`src/rtl/bcd_to_binary.sv`:
```
// Sequential 5-digit packed-BCD to 16-bit binary converter using reverse double-dabble.
// start/busy/done handshake; saturates on overflow and zeroes the result on a bad digit.
module bcd_to_binary #(
    parameter int DIGITS = 5,
    parameter int OUT_W  = 16,
    parameter int ITER   = 17
) (
    input  logic                  clk,
    input  logic                  rst,
    input  logic                  start,
    input  logic [4*DIGITS-1:0]   bcd_in,
    output logic                  busy,
    output logic                  done,
    output logic [OUT_W-1:0]      bin_out,
    output logic                  ovf,
    output logic                  err,
    output logic [1:0]            state_dbg
);

    localparam int BCD_W  = 4 * DIGITS;
    localparam int WORK_W = BCD_W + ITER;
    localparam int CNT_W  = $clog2(ITER + 1);

    typedef enum logic [1:0] {
        IDLE   = 2'd0,
        SHIFT  = 2'd1,
        FINISH = 2'd2
    } state_t;

    // Handshake: start is honoured only in IDLE; busy covers acceptance through
    // completion; done is a single-cycle pulse on the cycle the results update.

    state_t              state, state_n;
    logic [CNT_W-1:0]    cnt, cnt_n;
    logic [WORK_W-1:0]   work, work_n;
    logic                err_q, err_q_n;
    logic                busy_n, done_n, ovf_n, err_n;
    logic [OUT_W-1:0]    bin_out_n;
    logic [WORK_W-1:0]   shifted;
    logic                bad_digit;
    logic [ITER-1:0]     result;

    assign state_dbg = state;
    assign result    = work[ITER-1:0];

    always_comb begin
        bad_digit = 1'b0;
        for (int d = 0; d < DIGITS; d++) begin
            if (bcd_in[4*d +: 4] > 4'd9) bad_digit = 1'b1;
        end
    end

    // One shift step: digits are corrected independently, no borrow between them.
    always_comb begin
        shifted = work >> 1;
        for (int d = 0; d < DIGITS; d++) begin
            if (shifted[ITER + 4*d +: 4] >= 4'd8)
                shifted[ITER + 4*d +: 4] = shifted[ITER + 4*d +: 4] - 4'd3;
        end
    end

    always_comb begin
        state_n   = state;
        cnt_n     = cnt;
        work_n    = work;
        err_q_n   = err_q;
        busy_n    = busy;
        done_n    = 1'b0;
        bin_out_n = bin_out;
        ovf_n     = ovf;
        err_n     = err;
        case (state)
            IDLE: begin
                if (start) begin
                    work_n  = {bcd_in, {ITER{1'b0}}};
                    busy_n  = 1'b1;
                    cnt_n   = '0;
                    err_q_n = bad_digit;
                    state_n = bad_digit ? FINISH : SHIFT;
                end
            end
            SHIFT: begin
                work_n = shifted;
                cnt_n  = cnt + CNT_W'(1);
                if (cnt == CNT_W'(ITER - 1)) state_n = FINISH;
            end
            FINISH: begin
                // A rejected input spends one extra edge here so it completes two edges after acceptance.
                if (err_q && cnt == '0) begin
                    cnt_n = CNT_W'(1);
                end else begin
                    done_n  = 1'b1;
                    busy_n  = 1'b0;
                    cnt_n   = '0;
                    state_n = IDLE;
                    if (err_q) begin
                        err_n     = 1'b1;
                        ovf_n     = 1'b0;
                        bin_out_n = '0;
                    end else if (result > ITER'({OUT_W{1'b1}})) begin
                        err_n     = 1'b0;
                        ovf_n     = 1'b1;
                        bin_out_n = '1;
                    end else begin
                        err_n     = 1'b0;
                        ovf_n     = 1'b0;
                        bin_out_n = result[OUT_W-1:0];
                    end
                end
            end
            default: state_n = IDLE;
        endcase
    end

    always_ff @(posedge clk or posedge rst) begin
        if (rst) begin
            state   <= IDLE;
            cnt     <= '0;
            work    <= '0;
            err_q   <= 1'b0;
            busy    <= 1'b0;
            done    <= 1'b0;
            bin_out <= '0;
            ovf     <= 1'b0;
            err     <= 1'b0;
        end else begin
            state   <= state_n;
            cnt     <= cnt_n;
            work    <= work_n;
            err_q   <= err_q_n;
            busy    <= busy_n;
            done    <= done_n;
            bin_out <= bin_out_n;
            ovf     <= ovf_n;
            err     <= err_n;
        end
    end

endmodule

```
`config.mk`:
```
export PLATFORM = sky130hd
export DESIGN_NAME = bcd_to_binary
export DESIGN_NICKNAME = d
export VERILOG_FILES = /design/src/rtl/bcd_to_binary.sv
export SDC_FILE = /design/constraint.sdc
export NUM_CORES = 1
export LEC_CHECK = 0
export ABC_AREA = 1
export CAP_MARGIN = 0
export CORE_ASPECT_RATIO = 1.1
export CORE_MARGIN = 8
export CORE_UTILIZATION = 49
export CTS_BUF_LIST = sky130_fd_sc_hd__clkbuf_16
export DETAILED_ROUTE_END_ITERATION = 12
export PLACE_DENSITY = 0.78
export SYNTH_ARGS = -nofsm -noshare
export SYNTH_HDL_FRONTEND = slang
export SYNTH_SLANG_ARGS = --single-unit
```
`constraint.sdc`:
```
create_clock -name clk -period 2 [get_ports clk]
set_input_delay 0.4 -clock clk [delete_from_list [all_inputs] [get_ports clk]]
set_output_delay 0.4 -clock clk [all_outputs]
set_load 0.05 [all_outputs]
```
==> results of run 1 <==
## sequential cells by signal, indices dropped and copies added (netlist names)
register,count
ovf,1
done,1
err,1
work,37
cnt,5
err_q,1
state_dbg,2
bin_out,16
busy,1
## final timing paths
check | start | to | slack (ns) | depth (start not counted)
min in group clk | bin_out[10]$_DFFE_PP0P_ | bin_out[10]$_DFFE_PP0P_ | 0.48 | 2
max in group asynchronous | rst | bin_out[14]$_DFFE_PP0P_ | 1.02 | 3
min | rst | bin_out[3]$_DFFE_PP0P_ | 0.42 | 2
max reg2reg | state_dbg[1]$_DFFE_PP0P_ | cnt[0]$_DFFE_PP0P_ | 0.19 | 6
max | busy$_DFFE_PP0P_ | busy | 0.11 | 1
min reg2reg | bin_out[10]$_DFFE_PP0P_ | bin_out[10]$_DFFE_PP0P_ | 0.48 | 2
## layer usage
metal  up-vias  part of all wire [%]  track usage (%)
met4         0                   2.1             8.67
met3        11                   5.4             2.67
met1      1245                    44             19.0
met5         -                     0                0
met2        70                    48             25.7
li1       1278                     -                -
## synth_stat cells, types with 5 or more instances
master                     n  area share (%)
sky130_fd_sc_hd__a21oi_1  12             1.8
sky130_fd_sc_hd__a22oi_1   6             1.4
sky130_fd_sc_hd__buf_6     6             2.1
sky130_fd_sc_hd__dfrtp_1  65              50
sky130_fd_sc_hd__ha_1     14             5.4
sky130_fd_sc_hd__inv_1    47             5.4
sky130_fd_sc_hd__nand2_1  75             8.7
sky130_fd_sc_hd__nand3_1  13             2.0
sky130_fd_sc_hd__nor2_1   21             2.4
sky130_fd_sc_hd__o21ai_0  35             5.4
sky130_fd_sc_hd__o21ai_1   6            0.92
sky130_fd_sc_hd__o21ai_2   5             1.3
sky130_fd_sc_hd__o22ai_1  18             3.5
sky130_fd_sc_hd__xor2_1    6             1.6
## worst register-to-register path: stages (launching register included)
cell,delay (ns)
sky130_fd_sc_hd__dfrtp_1,0.40
sky130_fd_sc_hd__inv_1,0.11
sky130_fd_sc_hd__ha_1,0.25
sky130_fd_sc_hd__inv_1,0.50
sky130_fd_sc_hd__o21ai_0,0.19
sky130_fd_sc_hd__nand3_1,0.12
sky130_fd_sc_hd__o21ai_0,0.10
## placed cells by master (no fill, tap or decap), types with 3 or more instances in the layout
master | netlist | layout
sky130_fd_sc_hd__xor2_1 | 6 | 6
sky130_fd_sc_hd__a21oi_1 | 12 | 12
sky130_fd_sc_hd__clkdlybuf4s50_1 | 0 | 42
sky130_fd_sc_hd__ha_1 | 14 | 14
sky130_fd_sc_hd__dfrtp_1 | 65 | 65
sky130_fd_sc_hd__nand2_1 | 75 | 75
sky130_fd_sc_hd__a22oi_1 | 6 | 6
sky130_fd_sc_hd__o21ai_1 | 6 | 6
sky130_fd_sc_hd__nor2_2 | 3 | 3
sky130_fd_sc_hd__o21ai_0 | 35 | 35
sky130_fd_sc_hd__o22ai_1 | 18 | 18
sky130_fd_sc_hd__a22oi_2 | 4 | 4
sky130_fd_sc_hd__o211ai_2 | 3 | 3
sky130_fd_sc_hd__nand3_1 | 13 | 13
sky130_fd_sc_hd__nor2_1 | 21 | 21
sky130_fd_sc_hd__buf_4 | 2 | 4
sky130_fd_sc_hd__clkbuf_16 | 0 | 9
sky130_fd_sc_hd__inv_1 | 47 | 47
sky130_fd_sc_hd__o21ai_2 | 5 | 5
## cell type report
| type | count | area (sq um) | area share (%) |
|---|---|---|---|
| tap | 82 | 103 | 2.56 |
| clock inverter | 6 | 51.3 | 1.28 |
| clock buffer | 9 | 225 | 5.61 |
| timing repair buffer | 48 | 490 | 12.2 |
| multi-input combinational | 232 | 1320 | 33.0 |
| sequential | 65 | 1630 | 40.5 |
| inverter | 50 | 194 | 4.83 |
## power groups by stage
stage	Clock [mW]	Combinational, mW	Sequential (mW)
4_1_cts	1.49	2.10	1.88
2_1_floorplan	0	1.32	2.17
3_5_place_dp	0	2.06	1.90
6_report	1.46	2.08	1.88
5_1_grt	1.54	2.32	1.92
3_3_place_gp	0	2.01	1.88
## cell families (layout without fill, tap and decap cells)
logic type | Yosys count | count (layout) | share of synthesized area, %
and+or+nand+nor | 116 | 116 | 14.9
AOI/OAI and AO/OA | 96 | 96 | 18.9
DFF | 65 | 65 | 50.0
buffers and inverters | 64 | 113 | 9.24
adders and majority gates | 14 | 14 | 5.39
xor gates and xnor gates | 6 | 6 | 1.62
## stage by stage
stage | hold WS (ns) | setup slack [ns] | power, mW | cells
detailed placement | 0.467 | 0.175 | 3.96 | 477
global placement | 0.462 | 0.239 | 3.89 | 477
CTS | 0.420 | 0.0937 | 5.47 | 492
finish | 0.420 | 0.112 | 5.42 | 492
global route | 0.441 | 0.0812 | 5.78 | 492
floorplan | 0.442 | 0.0820 | 3.48 | 361
==> flow_summary.json, run 1 <==
{
  "post_synth_instance_area_sq_um": 3250,
  "critPathKind": "reg -> out",
  "final_layout_size_suffix_gt1_share_pct": 10.0,
  "cell_internal_pwr_mw": 3.28,
  "drv_cap": 0,
  "num-nets-final": 443,
  "port_buffers": 44,
  "timing.critical_path.required_ns": 1.60,
  "globalRouteTotalUtil_pct": 15.6,
  "total_wirelength_mm": 6.94,
  "clock_tree.buffer_depth": 2,
  "leakagePower_nw": 1.91,
  "final_antenna_net_count": 0,
  "core_footprint_sq_um": 6520,
  "clock_latency_ns": 0.32,
  "drt-pass1-iter-count": 4,
  "finalCritPeriodShare_pct": 94.4,
  "dp_hpwl_mm": 4.76,
  "final_core_utilization_pct": 61.6,
  "setup_viol": 0,
  "final_cell_area_sq_um": 4010,
  "switching_power_mw": 2.14,
  "grt_setup_unrepaired": "false",
  "first_global_vias": 2599,
  "max-slew-margin-rel_pct": 57.1,
  "power_density_nw_per_um2": 1350,
  "clock_skew_after_layout_ns": 0.00533,
  "yosys_warnings": 0,
  "share_of_synthesized_area_occupied_by_flip_flops_and_latches_pct": 50.0,
  "crit_slowest_cell": "sky130_fd_sc_hd__clkdlybuf4s50_1",
  "post_drt_wl_per_cell_um": 14.1,
  "routed_via_density": 5.29,
  "power.share.clock_pct": 26.9,
  "clock_input_transition_at_the_sequential_cells_of_the_worst_setup_and_hold_paths_ns": 0.05,
  "placementRows": 31,
  "globalRouteOverflowTotal": 0,
  "final_critical_path_required_period_ns": 1.89,
  "clock_tree_from_tritoncts": "done",
  "ys.flop_type": "sky130_fd_sc_hd__dfrtp_1",
  "synth.ff_latch_count": 65,
  "synthesis.area_per_instance_sq_um": 9.00,
  "layout.filler_cells": 581,
  "max_stage_delay_ns": 0.81,
  "sort_of_element_at_the_start_of_the_critical_path": "flop",
  "wire_length_of_the_first_global_routing_pass_mm": 11.8,
  "hold_viol": 0,
  "detail_route.drc_violations": 0,
  "die_width_um": 93.7,
  "ctsHoldBuffers": 0,
  "cp.buffers_inverters": 1,
  "sequential_cell_fraction_of_total_power_pct": 34.7,
  "boundaryPins": 45,
  "worst_setup_path_end_kind": "output pin",
  "post_cts.repair.setup_buffers": 0,
  "cts.repair.resized": 0,
  "tightestPinTransition_ns": 0.643,
  "power.combinational.fraction_pct": 38.4,
  "chipHeight_um": 101,
  "grt_start_max_net_pins": 51,
  "start_util_pct": 49.9,
  "ir_drop_mv": 0.797,
  "switching_share_pct": 39.5,
  "largest_driver_fanout_on_the_critical_path": 2,
  "die-area_sq_um": 9500,
  "drt-initial-drc-count": 111,
  "cts.sinks": 65,
  "antennaDiodeCount": 0,
  "synth-async-reset-ratio_pct": 100,
  "globalplace.congestion": 0.833,
  "arr_time_crit_path_ns": 1.49,
  "synth_cell_type_count": 31,
  "syn2layout_area_growth_pct": 23.5,
  "routed-via-count": 2604,
  "crit_chain": "clkdlybuf4s50_1",
  "synth.net_count": 398,
  "ctsHtreeMaxLevel": 3,
  "max_freq_mhz": 530,
  "postPlaceCellArea_sq_um": 3740,
  "cts_buffers": 9,
  "synth-edff-count": 0,
  "initial_antenna_violation_count": 0,
  "cts.root.buffer_cell": "sky130_fd_sc_hd__clkbuf_16",
  "family_with_the_most_delay_on_the_worst_path": "buffers and inverters",
  "gate_count_post_synth": 361,
  "worstHoldPathType": "in -> async",
  "timing.final.max_slew_violations": 0,
  "totalNegativeSetupSlack_ns": 0,
  "run_status": "completed"
}
(Power assumes the default switching activity.)
==> run 2: changes to the inputs <==
--- a/config.mk
+++ b/config.mk
@@ -9,9 +9,10 @@
 export CAP_MARGIN = 0
 export CORE_ASPECT_RATIO = 1.1
 export CORE_MARGIN = 8
-export CORE_UTILIZATION = 49
+export CORE_UTILIZATION = 57
 export CTS_BUF_LIST = sky130_fd_sc_hd__clkbuf_16
 export DETAILED_ROUTE_END_ITERATION = 12
+export DONT_BUFFER_PORTS = 1
 export PLACE_DENSITY = 0.78
 export SYNTH_ARGS = -nofsm -noshare
 export SYNTH_HDL_FRONTEND = slang
==> flow_summary.json, run 2 (synthesis gave the netlist of run 1 again) <==
{
  "run_status": "completed",
  "largest-register": "work",
  "num-nets-final": 403,
  "max_freq_mhz": 574,
  "biggest_registers_after_layout": "work (37), bin_out (16), cnt (5)",
  "post_drt_wl_per_cell_um": 15.1,
  "die-area_sq_um": 8380,
  "final_core_utilization_pct": 65.5,
  "total_wirelength_mm": 6.79,
  "start_util_pct": 57.8,
  "multi_input_area_sq_um": 1320,
  "largest_reg_flops": 37,
  "clock_tree_from_tritoncts": "done",
  "hold_slack_ns": 0.220,
  "boundaryPins": 45,
  "setup_viol": 0,
  "arr_time_crit_path_ns": 1.92,
  "initial_antenna_violation_count": 0,
  "tightestPinTransition_ns": 0.495,
  "largest_driver_fanout_on_the_critical_path": 16,
  "port_buffers": 0,
  "totalNegativeSetupSlack_ns": 0,
  "ir_drop_mv": 0.915,
  "register_area_sq_um": 1630,
  "clock_input_transition_at_the_sequential_cells_of_the_worst_setup_and_hold_paths_ns": 0.05,
  "syn2layout_area_growth_pct": 13.3,
  "total_power_mw": 5.65,
  "chipHeight_um": 95.2,
  "worstHoldPathType": "in -> reg",
  "antennaDiodeCount": 0,
  "detail_route.drc_violations": 0,
  "cts_buffers": 9,
  "hold_viol": 0,
  "final_critical_path_required_period_ns": 1.74,
  "drt-pass1-iter-count": 4,
  "finalCritPeriodShare_pct": 87.1,
  "clock_tree.buffer_depth": 2,
  "max-slew-margin-rel_pct": 67.0,
  "timing.critical_path.required_ns": 2.18,
  "layout.filler_cells": 463,
  "worst_setup_path_end_kind": "flop",
  "cts.repair.resized": 0,
  "dp_hpwl_mm": 4.72,
  "placementRows": 29,
  "final_common_cell": "sky130_fd_sc_hd__nand2_1",
  "globalplace.congestion": 0.848,
  "core_footprint_sq_um": 5620,
  "ctsHtreeMaxLevel": 3,
  "mostFrequentLayoutCells": "75 x sky130_fd_sc_hd__nand2_1, 65 x sky130_fd_sc_hd__dfrtp_1, 46 x sky130_fd_sc_hd__inv_1",
  "grt_start_max_net_pins": 53,
  "timing.final.max_slew_violations": 0,
  "grt_setup_unrepaired": "false",
  "routed_via_density": 5.48,
  "critPathKind": "reg -> reg",
  "leakagePower_nw": 1.79,
  "drv_cap": 0,
  "clock_latency_ns": 0.33,
  "final_antenna_net_count": 0,
  "cts.sinks": 65,
  "globalRouteTotalUtil_pct": 17.9,
  "drt-initial-drc-count": 121,
  "clock_skew_after_layout_ns": 0.00394,
  "final_layout_size_suffix_gt1_share_pct": 12.4,
  "cts.root.buffer_cell": "sky130_fd_sc_hd__clkbuf_16",
  "routed-via-count": 2453,
  "die_width_um": 88,
  "globalRouteOverflowTotal": 0,
  "first_global_vias": 2481,
  "sort_of_element_at_the_start_of_the_critical_path": "flop",
  "wire_length_of_the_first_global_routing_pass_mm": 11.5,
  "power_density_nw_per_um2": 1530
}
==> run 2: cell count changes in the layout (fill, tap and decap cells not counted) <==
cell	before	now
sky130_fd_sc_hd__buf_4	4	6
sky130_fd_sc_hd__clkinvlp_4	1	2
sky130_fd_sc_hd__clkdlybuf4s50_1	42	0
sky130_fd_sc_hd__inv_6	0	1
sky130_fd_sc_hd__inv_1	47	46
sky130_fd_sc_hd__bufinv_16	1	4
sky130_fd_sc_hd__clkinv_1	2	0
sky130_fd_sc_hd__clkinv_2	2	1
sky130_fd_sc_hd__buf_12	2	1
sky130_fd_sc_hd__dlygate4sd3_1	0	1
==> run 2: critical path, cell delays in order, from the launching register on <==
cell and delay [ns]:
sky130_fd_sc_hd__dfrtp_1 0.39, sky130_fd_sc_hd__inv_1 0.09, sky130_fd_sc_hd__ha_1 0.23, sky130_fd_sc_hd__inv_2 0.09, sky130_fd_sc_hd__nor2_2 0.13, sky130_fd_sc_hd__inv_1 0.09, sky130_fd_sc_hd__nand2_1 0.38, sky130_fd_sc_hd__o21ai_0 0.18
==> run 2: report_power, final <==
part	internal [mW]	switching, mW	total [mW]	leakage [nW]
sequential	1.63	0.539	2.17	0.853
combinational	0.521	1.04	1.57	0.765
clock	1.34	0.567	1.91	0.176
total	3.50	2.15	5.65	1.79
==> run 2: final timing paths <==
path	startpoint	end	slack [ns]	cells after the start
hold reg to reg	work[36]$_DFFE_PP0P_	work[36]$_DFFE_PP0P_	0.49	2
min in group asynchronous	rst	bin_out[14]$_DFFE_PP0P_	0.51	2
setup reg to reg	state_dbg[0]$_DFFE_PP0P_	work[0]$_DFFE_PP0P_	0.26	7
max in group asynchronous	rst	work[29]$_DFFE_PP0P_	0.94	3
setup / recovery	state_dbg[0]$_DFFE_PP0P_	work[0]$_DFFE_PP0P_	0.26	7
hold / removal	bcd_in[5]	work[22]$_DFFE_PP0P_	0.22	2
==> run 2: area by class of cell <==
| class | instances | area share (%) |
|---|---|---|
| multi-input combinational | 232 | 35.9 |
| clock buffer | 9 | 6.12 |
| timing repair buffer | 8 | 2.04 |
| sequential | 65 | 44.2 |
| inverter | 50 | 5.27 |
| tap | 77 | 2.62 |
| clock inverter | 7 | 3.84 |
==> run 2: through the flow <==
step,cells,instance area (sq um),setup WS (ns)
2_1_floorplan,361,3250,0.0820
3_3_place_gp,431,3310,0.349
3_5_place_dp,431,3310,0.312
4_1_cts,448,3680,0.243
5_1_grt,448,3680,0.108
6_report,448,3680,0.258
==> run 2: timing repair <==
| item | CTS | global route |
|---|---|---|
| setup buffers | 0 | 0 |
| hold buffers | 1 | 0 |
| endpoints found under the hold margin | 13 | 0 |
==> run 2: metal layers <==
| layer | vias to the layer above | GRT usage, % | routed length (um) | share of wire (%) |
|---|---|---|---|---|
| met2 | 66 | 30.7 | 3500 | 52 |
| met5 | - | 0 | 0 | 0 |
| met3 | 10 | 6.81 | 570 | 8.4 |
| met4 | 0 | 8.18 | 121 | 1.8 |
| met1 | 1180 | 19.2 | 2600 | 38 |
| li1 | 1197 | - | - | - |
